`config.mk`:
```
export PLATFORM = sky130hd
export DESIGN_NAME = clock_sched_ctrl_flat
export DESIGN_NICKNAME = d
export VERILOG_FILES = /design/src/rtl/clock_sched_ctrl_if.sv /design/src/rtl/clock_sched_ctrl.sv /design/src/flat_wrapper.sv
export SDC_FILE = /design/constraint.sdc
export NUM_CORES = 1
export LEC_CHECK = 0
export BUFFER_PORTS_ARGS = -buffer_cell sky130_fd_sc_hd__buf_2
export CORE_MARGIN = 5
export CORE_UTILIZATION = 54
export DETAILED_ROUTE_END_ITERATION = 10
export PLACE_DENSITY_LB_ADDON = 0.1
export SETUP_SLACK_MARGIN = 0.15
export SLEW_MARGIN = 20
export SYNTH_ARGS = -nofsm -noshare
export SYNTH_HDL_FRONTEND = slang
export SYNTH_SLANG_ARGS = --single-unit
```
`constraint.sdc`:
```
create_clock -name ap_clk -period 2.4 [get_ports ap_clk]
set_clock_uncertainty 0.05 [all_clocks]
set_input_delay 0.48 -clock ap_clk [delete_from_list [all_inputs] [get_ports ap_clk]]
set_output_delay 0.48 -clock ap_clk [all_outputs]
set_load 0.005 [all_outputs]
```
`src/rtl/clock_sched_ctrl_if.sv`:
```
// Signal bundle between the host/core side and clock_sched_ctrl.
// The controller takes the slave modport; the host register block and Clock core take master.
interface clock_sched_ctrl_if #(
  parameter int DIV_W = 24
);
  logic [DIV_W-1:0] div_val;
  logic             cmd_run;
  logic             cmd_stop;
  logic             cmd_clear;
  logic             cmd_step;
  logic [7:0]       hh;
  logic [7:0]       mm;
  logic [7:0]       ss;
  logic             alarm_en;
  logic [7:0]       alarm_hh;
  logic [7:0]       alarm_mm;
  logic [7:0]       alarm_ss;
  logic             alarm_ack;
  logic             start_r;
  logic             clear;
  logic [7:0]       snap_hh;
  logic [7:0]       snap_mm;
  logic [7:0]       snap_ss;
  logic             snap_valid;
  logic             alarm_irq;
  logic [1:0]       state;

  modport master (
    output div_val, cmd_run, cmd_stop, cmd_clear, cmd_step, hh, mm, ss,
           alarm_en, alarm_hh, alarm_mm, alarm_ss, alarm_ack,
    input  start_r, clear, snap_hh, snap_mm, snap_ss, snap_valid, alarm_irq, state
  );

  modport slave (
    input  div_val, cmd_run, cmd_stop, cmd_clear, cmd_step, hh, mm, ss,
           alarm_en, alarm_hh, alarm_mm, alarm_ss, alarm_ack,
    output start_r, clear, snap_hh, snap_mm, snap_ss, snap_valid, alarm_irq, state
  );
endinterface

```
`src/rtl/clock_sched_ctrl.sv`:
```
// Tick sequencer for the Clock core: programmable-rate start_r pulses, single step, stretched
// clear, fixed-latency hh/mm/ss snapshot and sticky alarm.
module clock_sched_ctrl #(
  parameter int DIV_W = 24,
  parameter int LAT   = 2
) (
  input  logic              ap_clk,
  input  logic              ap_rst_n,
  clock_sched_ctrl_if.slave bus
);
  typedef enum logic [1:0] {IDLE = 2'b00, RUN = 2'b01, CLR = 2'b10} state_t;
  typedef struct packed {
    logic [7:0] hh;
    logic [7:0] mm;
    logic [7:0] ss;
  } hms_t;

  localparam int               LAT_W   = $clog2(LAT + 1);
  localparam logic [DIV_W-1:0] LAT_DIV = DIV_W'(LAT);
  localparam logic [LAT_W-1:0] LAT_CNT = LAT_W'(LAT);

  // Clamping the period to at least LAT keeps each capture ahead of the next tick.
  function automatic logic [DIV_W-1:0] eff_div(input logic [DIV_W-1:0] d);
    return (d < LAT_DIV) ? LAT_DIV : d;
  endfunction

  state_t           state_q, state_d;
  logic [DIV_W-1:0] div_q, div_d;
  logic [DIV_W-1:0] presc_q, presc_d;
  logic             start_q, start_d;
  logic             clear_q, clear_d;
  logic             clr_hold_q, clr_hold_d;
  logic [LAT_W-1:0] lat_q, lat_d;
  logic             cap_q, cap_d;
  logic             valid_q, valid_d;
  hms_t             snap_q, snap_d;
  logic             irq_q, irq_d;
  logic             abort;
  logic             busy;
  logic             match;

  assign busy  = start_q | (lat_q != '0);
  assign match = bus.alarm_en &&
                 ({bus.hh, bus.mm, bus.ss} == {bus.alarm_hh, bus.alarm_mm, bus.alarm_ss});

  always_comb begin
    // NOTE: every signal gets its default before the case so no path leaves it unassigned (no latch).
    state_d    = state_q;
    div_d      = div_q;
    presc_d    = presc_q;
    start_d    = 1'b0;
    clear_d    = 1'b0;
    clr_hold_d = 1'b0;
    abort      = 1'b0;
    case (state_q)
      IDLE: begin
        if (bus.cmd_clear) begin
          state_d = CLR;
          clear_d = 1'b1;
          abort   = 1'b1;
        end else if (!bus.cmd_stop) begin
          if (bus.cmd_run) begin
            state_d = RUN;
            div_d   = bus.div_val;
            presc_d = eff_div(bus.div_val);
          end else if (bus.cmd_step && !busy) begin
            start_d = 1'b1;
          end
        end
      end
      RUN: begin
        if (bus.cmd_clear) begin
          state_d = CLR;
          clear_d = 1'b1;
          abort   = 1'b1;
        end else if (bus.cmd_stop) begin
          state_d = IDLE;
        end else if (presc_q == '0) begin
          start_d = 1'b1;
          presc_d = eff_div(div_q);
        end else begin
          presc_d = presc_q - DIV_W'(1);
        end
      end
      CLR: begin
        abort = 1'b1;
        if (clr_hold_q) begin
          state_d = IDLE;
        end else begin
          clear_d    = 1'b1;
          clr_hold_d = 1'b1;
        end
      end
      default: state_d = IDLE;
    endcase
  end

  // Capture pipeline: load LAT when start_r falls, sample the core when the count runs out.
  always_comb begin
    lat_d   = lat_q;
    cap_d   = 1'b0;
    valid_d = cap_q;
    snap_d  = snap_q;
    irq_d   = irq_q & ~bus.alarm_ack;
    if (abort) begin
      lat_d   = '0;
      valid_d = 1'b0;
      snap_d  = '0;
    end else if (start_q) begin
      lat_d = LAT_CNT;
    end else if (lat_q != '0) begin
      lat_d = lat_q - LAT_W'(1);
      if (lat_q == LAT_W'(1)) begin
        cap_d  = 1'b1;
        snap_d = '{hh: bus.hh, mm: bus.mm, ss: bus.ss};
        if (match) irq_d = 1'b1;
      end
    end
  end

  // NOTE: sequential state uses non-blocking assignments only, and every register here,
  // snapshot included, takes a defined value on reset.
  always_ff @(posedge ap_clk or negedge ap_rst_n) begin
    if (!ap_rst_n) begin
      state_q    <= IDLE;
      div_q      <= '0;
      presc_q    <= '0;
      start_q    <= 1'b0;
      clear_q    <= 1'b0;
      clr_hold_q <= 1'b0;
      lat_q      <= '0;
      cap_q      <= 1'b0;
      valid_q    <= 1'b0;
      snap_q     <= '0;
      irq_q      <= 1'b0;
    end else begin
      state_q    <= state_d;
      div_q      <= div_d;
      presc_q    <= presc_d;
      start_q    <= start_d;
      clear_q    <= clear_d;
      clr_hold_q <= clr_hold_d;
      lat_q      <= lat_d;
      cap_q      <= abort ? 1'b0 : cap_d;
      valid_q    <= valid_d;
      snap_q     <= snap_d;
      irq_q      <= irq_d;
    end
  end

  assign bus.start_r    = start_q;
  assign bus.clear      = clear_q;
  assign bus.snap_hh    = snap_q.hh;
  assign bus.snap_mm    = snap_q.mm;
  assign bus.snap_ss    = snap_q.ss;
  assign bus.snap_valid = valid_q;
  assign bus.alarm_irq  = irq_q;
  assign bus.state      = state_q;
endmodule

```
`src/flat_wrapper.sv`:
```
// flat-port wrapper written by rule: the top's interface ports become plain ports
module clock_sched_ctrl_flat 
#(
  parameter int DIV_W = 24,
  parameter int LAT   = 2
)
  (ap_clk, ap_rst_n, bus_div_val, bus_cmd_run, bus_cmd_stop, bus_cmd_clear, bus_cmd_step, bus_hh, bus_mm, bus_ss, bus_alarm_en, bus_alarm_hh, bus_alarm_mm, bus_alarm_ss, bus_alarm_ack, bus_start_r, bus_clear, bus_snap_hh, bus_snap_mm, bus_snap_ss, bus_snap_valid, bus_alarm_irq, bus_state);
  clock_sched_ctrl_if #(.DIV_W(DIV_W)) bus_i ();
  input  logic ap_clk;
  input  logic ap_rst_n;
  input wire logic [$bits(bus_i.div_val)-1:0] bus_div_val;
  input wire logic [$bits(bus_i.cmd_run)-1:0] bus_cmd_run;
  input wire logic [$bits(bus_i.cmd_stop)-1:0] bus_cmd_stop;
  input wire logic [$bits(bus_i.cmd_clear)-1:0] bus_cmd_clear;
  input wire logic [$bits(bus_i.cmd_step)-1:0] bus_cmd_step;
  input wire logic [$bits(bus_i.hh)-1:0] bus_hh;
  input wire logic [$bits(bus_i.mm)-1:0] bus_mm;
  input wire logic [$bits(bus_i.ss)-1:0] bus_ss;
  input wire logic [$bits(bus_i.alarm_en)-1:0] bus_alarm_en;
  input wire logic [$bits(bus_i.alarm_hh)-1:0] bus_alarm_hh;
  input wire logic [$bits(bus_i.alarm_mm)-1:0] bus_alarm_mm;
  input wire logic [$bits(bus_i.alarm_ss)-1:0] bus_alarm_ss;
  input wire logic [$bits(bus_i.alarm_ack)-1:0] bus_alarm_ack;
  output wire logic [$bits(bus_i.start_r)-1:0] bus_start_r;
  output wire logic [$bits(bus_i.clear)-1:0] bus_clear;
  output wire logic [$bits(bus_i.snap_hh)-1:0] bus_snap_hh;
  output wire logic [$bits(bus_i.snap_mm)-1:0] bus_snap_mm;
  output wire logic [$bits(bus_i.snap_ss)-1:0] bus_snap_ss;
  output wire logic [$bits(bus_i.snap_valid)-1:0] bus_snap_valid;
  output wire logic [$bits(bus_i.alarm_irq)-1:0] bus_alarm_irq;
  output wire logic [$bits(bus_i.state)-1:0] bus_state;
  assign bus_i.div_val = bus_div_val;
  assign bus_i.cmd_run = bus_cmd_run;
  assign bus_i.cmd_stop = bus_cmd_stop;
  assign bus_i.cmd_clear = bus_cmd_clear;
  assign bus_i.cmd_step = bus_cmd_step;
  assign bus_i.hh = bus_hh;
  assign bus_i.mm = bus_mm;
  assign bus_i.ss = bus_ss;
  assign bus_i.alarm_en = bus_alarm_en;
  assign bus_i.alarm_hh = bus_alarm_hh;
  assign bus_i.alarm_mm = bus_alarm_mm;
  assign bus_i.alarm_ss = bus_alarm_ss;
  assign bus_i.alarm_ack = bus_alarm_ack;
  assign bus_start_r = bus_i.start_r;
  assign bus_clear = bus_i.clear;
  assign bus_snap_hh = bus_i.snap_hh;
  assign bus_snap_mm = bus_i.snap_mm;
  assign bus_snap_ss = bus_i.snap_ss;
  assign bus_snap_valid = bus_i.snap_valid;
  assign bus_alarm_irq = bus_i.alarm_irq;
  assign bus_state = bus_i.state;
  clock_sched_ctrl #(.DIV_W(DIV_W), .LAT(LAT)) u_core (.ap_clk(ap_clk), .ap_rst_n(ap_rst_n), .bus(bus_i));
endmodule
```
### Word-level counts from Yosys, hierarchy flattened

Cells that the tools add are included.

* register bits: 82
* input port bits: 80
* output and inout port bits: 30
* word-level logic and storage cells: 97

* $add $sub $neg: 2
* $lt $le $gt $ge: 2
* equality and inequality tests: 14
* muxes and demuxes: 46
* bitwise gates (word level): 5
* reduce and logical (&&, ||, !) cells: 15

Operators by type and width (number)
* 24-bit 2-to-1 mux: 12
* 24-bit by 2-bit less-than comparator with 1-bit output, second input constant: 2
* 24-bit one-hot mux with 2 select lines: 1
* 24-bit == test: 1
* 24-bit zero test: 1
* 24-bit by 1-bit subtractor with 24-bit output, second input constant: 1
* 1-bit 2-to-1 mux: 20
* 2-bit 2-to-1 mux: 9
* 2-bit inequality test, second input constant: 6
* 3-bit inequality test, second input constant: 3
* 4-bit AND reduction: 2
* 2-bit nonzero test: 4
* 1-bit one-hot mux with 2 select lines: 3
* 2-bit one-hot mux with 3 select lines: 1
* 6-bit AND reduction: 1
* 2-bit by 1-bit == test with 1-bit output, second input constant: 2
* 1-bit inverter: 3
* 3-bit AND reduction: 1
* 3-bit nonzero test: 1
* 2-bit == test, second input constant: 1
* 1-bit logical AND: 2
* 2-bit zero test: 1
* 2-bit by 1-bit inequality test with 1-bit output, second input constant: 1
* 2-bit OR reduction: 1
* other kinds (4): 4

### Logic depth before layout (Yosys ltp)

* depth in word-level cells: 9
* depth in mapped cells: 9
* mapped depth without buffers: 7

### Worst setup path after synthesis

No wires, ideal clock.

* path kind: register -> register
* start: register u_core.presc_q[0]
* end: register u_core.presc_q[10]
* setup time: 0.138 ns
* arrival: 1.805 ns
* required time: 2.212 ns
* slack: 0.407 ns
* stages on the path, launching flop included: 10
* buffers on the path: 2
* period minus slack after synthesis: 1.993 ns
* cell sequence: dfrtp_1 > inv_1 > ha_1 > nor4b_1 > and4_1 > nand2b_1 > buf_6 > buf_6 > nor3_1 > a211oi_1

* cells in the longest elaborated chain, start to end: 5
* elaborated cells on any way between the ends: 6
* classes of those cells: add/sub (1); mux (4); reduce/logical (1)

Ends and longest elaborated chain
* start: declaration: line clock_sched_ctrl.sv:29 `logic [DIV_W-1:0] presc_q, presc_d;`
* start signal: assignment: line clock_sched_ctrl.sv:139 `presc_q <= presc_d;`
* 24-bit by 1-bit subtractor with 24-bit output or 24-bit zero test (tied branches): line clock_sched_ctrl.sv:82, clock_sched_ctrl.sv:78
* 24-bit 2-to-1 mux *: line clock_sched_ctrl.sv:78 `end else if (presc_q == '0) begin`
* 24-bit 2-to-1 mux *: line clock_sched_ctrl.sv:76 `end else if (bus.cmd_stop) begin`
* 24-bit 2-to-1 mux *: line clock_sched_ctrl.sv:72 `if (bus.cmd_clear) begin`
* 24-bit one-hot mux with 2 select lines *: line clock_sched_ctrl.sv:55 `case (state_q)`

Every way passes the cells marked *; elsewhere a longest branch is shown, timed or not. The select of a mux whose other input is x is not followed.
A chain may end at the register's enable or synchronous reset.

### Final worst setup path

* start: register u_core.presc_q[3]
* end: register u_core.presc_q[5]

The elaborated chain is that of the path after synthesis.

==> flow_summary.yaml <==
status:
  status: "finished clean"
timing:
  fin_crit_ns: 2.16
  setup_violations: 0
  rsz0062_at_grt: "no"
  max_slew.worst_pin.slew_ns: 0.595
  max_slew_margin_pct: 60.4
  setup_tns_ns: 0
  fmax_mhz: 462
  layout_worst_path_cycle_share_pct: 90.2
  hold-worst-slack_ns: 0.00554
  finalMaxSlewViolations: 0
  hold_viol: 0
clock_network:
  clock-root-buffer: "clkbuf_8"
  cts_tree: "done"
  path_clk_slew_ns: 0.09
  htreeDepth: 3
  hold_buffers: 0
  clock_sinks: 82
  clk_path_buf_depth: 2
  numCtsBuffers: 9
  worstSkewPairLatency_ns: 0.36
setup_path:
  reg2reg_depth: 7
  path_max_fanout: 18
  r2r-end: "u_core.presc_q[5]$_DFFE_PN0P_"
  crit_type: "register to register"
  cp.required_ns: 2.62
  crit_path_start_kind: "register"
  cp-end-kind: "register"
  cp.arrival_ns: 2.38
  reg2reg_slack_ns: 0.24
  worstReg2RegStart: "u_core.presc_q[3]$_DFFE_PN0P_"
die:
  dieWidth_um: 102
  die_h_um: 102
  ioPinCount: 110
  placeableCoreArea_um2: 8220
  fp-row-count: 33
  dieArea_um2: 10400
  start_util_pct: 55.4
yosys:
  synth_top_area_cell: "dfrtp_1"
  syn_avg_cell_area_um2: 9.89
  syn_inst: 460
  syn_nets: 545
  synth-seq-cells: 82
  async_flop_share_pct: 100
  yosys_most_used_dff: "dfrtp_1"
  yosysSeqAreaShare_pct: 45.1
  syn_area_um2: 4550
  synth_edf_count: 0
  synth.distinct_cells: 64
  ys_warn_count: 0
  ys_top_cells_by_area: "dfrtp_1 45%, xnor2_1 5.6%, nand2_1 5.0%"
  synth_top_area_share_pct: 45.1
grt:
  met1_usage_pct: 34.1
  grt_pass1_vias: 3939
  busiest_layer: "met2"
  antenna_found_initial: 0
  grtUsageMet2_pct: 39.3
  grt_pass1_wl_um: 19900
  grt_max_degree: 50
  overflow: 0
  grt_use_total_pct: 24.8
  grt_use_met3_pct: 3.86
route:
  antenna_left: 0
  avgViaCountPerCell: 5.86
  drt-total-wl_um: 12300
  drt-initial-drc-count: 244
  drc: 0
  vias: 4023
  routedWlPerCell_um: 18.0
  drt-pass1-iter-count: 5
cells_and_area:
  final_common_cell: "buf_2"
  final_nets: 661
  drive_gt1_share_pct: 32.0
  syn_to_final_growth_pct: 21.8
  layout_common_cells: "108 x buf_2, 82 x dfrtp_1, 61 x nand2_1"
  n_antenna_cell: 0
run:
  cap_violations: 0
placed_design:
  post-dp-hpwl_um: 8900
  place_congestion: 0.967
  portBuffers: 109
worst_hold_path:
  hold_class: "input pin to asynchronous set/reset pin"
pwr:
  p_leak_nw: 2.39
  power.total_mw: 5.50
  vdd_drop_max_mv: 0.536
  p_per_area_nw_per_um2: 991
-- per-stage QoR --
stage	std cells	area, µm²	setup WS (ns)	utilization, %
CTS	681	5490	0.186	66.8
finish	686	5540	0.235	67.5
global placement	665	5230	0.250	63.6
floorplan	460	4550	0.407	-
global route	686	5540	0.118	67.5
detailed placement	665	5230	0.211	63.6
-- logic make-up after synthesis --
logic type,count (synthesis),synth area share (%)
xor gates and xnor gates,35,6.74
AOI/OAI and AO/OA,103,15.2
DFF,82,45.1
adders and majority gates,5,1.37
muxes,27,6.54
and+or+nand+nor,172,20.8
buffers and inverters,36,4.32
-- cell usage after synthesis, drive strengths merged (2+ instances only) --
cell and number:
a211o 2, a211oi 6, a21oi 27, a221o 3, a22oi 15, and3 2
buf 11, clkbuf 13, dfrtp 82, ha 5, inv 11, mux2 22
mux2i 5, nand2 61, nand2b 4, nand3 8, nand3b 2, nand4 10
nor2 21, nor3 23, nor3b 3, nor4 22, nor4b 2, o21ai 25
o22ai 4, o31a 3, o31ai 8, or3 8, xnor2 29, xor2 6
-- state kept, by name (all words and copies together), names as in the netlist --
name / count
u_core.div_q: 24
u_core.presc_q: 24
u_core.bus.snap_hh: 8
u_core.bus.snap_mm: 8
u_core.bus.snap_ss: 8
u_core.bus.state: 2
u_core.lat_q: 2
u_core.bus.alarm_irq: 1
u_core.bus.clear: 1
u_core.bus.snap_valid: 1
u_core.bus.start_r: 1
u_core.cap_q: 1
u_core.clr_hold_q: 1
-- where the power goes --
group	leakage, nW	switching (mW)	internal, mW
Clock	0.134	0.511	0.824
Sequential	1.05	0.559	1.83
Combinational	1.20	0.911	0.858
-- worst max-delay path, cell delays in order, from the launching register on --
cell and delay (ns):
dfrtp_1 0.46, nor4_4 0.43, buf_4 0.19, and4_1 0.27, nand2b_1 0.08, buf_4 0.22
and3_1 0.18, o31ai_2 0.20
-- how the worst max path moves through the flow --
stage,from,endpoint,cells after the start
after global placement,u_core.presc_q[0]$_DFFE_PN0P_,u_core.presc_q[0]$_DFFE_PN0P_,7
after CTS,u_core.presc_q[0]$_DFFE_PN0P_,u_core.presc_q[21]$_DFFE_PN0P_,8
final,u_core.presc_q[3]$_DFFE_PN0P_,u_core.presc_q[5]$_DFFE_PN0P_,7
after detailed placement,u_core.presc_q[0]$_DFFE_PN0P_,u_core.presc_q[0]$_DFFE_PN0P_,7
after floorplan,u_core.presc_q[0]$_DFFE_PN0P_,u_core.presc_q[10]$_DFFE_PN0P_,9
after global routing,u_core.presc_q[0]$_DFFE_PN0P_,u_core.presc_q[5]$_DFFE_PN0P_,8
-- routing by layer --
layer / part of all wire (%) / wire [µm]
met2: 48 / 5970
met4: 2.5 / 303
met3: 6.1 / 755
met5: 0 / 0
met1: 43 / 5320
-- repair_timing --
item | CTS | global route
endpoints found under the hold margin | 0 | 0
endpoints found under the setup margin | 0 | 24
setup buffers | 0 | 5
resized for setup | 0 | 2
-- area by class of cell --
class | count | area, µm²
Clock inverter | 5 | 125
Inverter | 12 | 45.0
Fill cell | 702 | 2670
Clock buffer | 11 | 141
Tap cell | 105 | 131
Multi-Input combinational cell | 342 | 2330
Sequential cell | 82 | 2050
Timing Repair Buffer | 129 | 723
No activity file was read; power rests on OpenSTA's default activity.
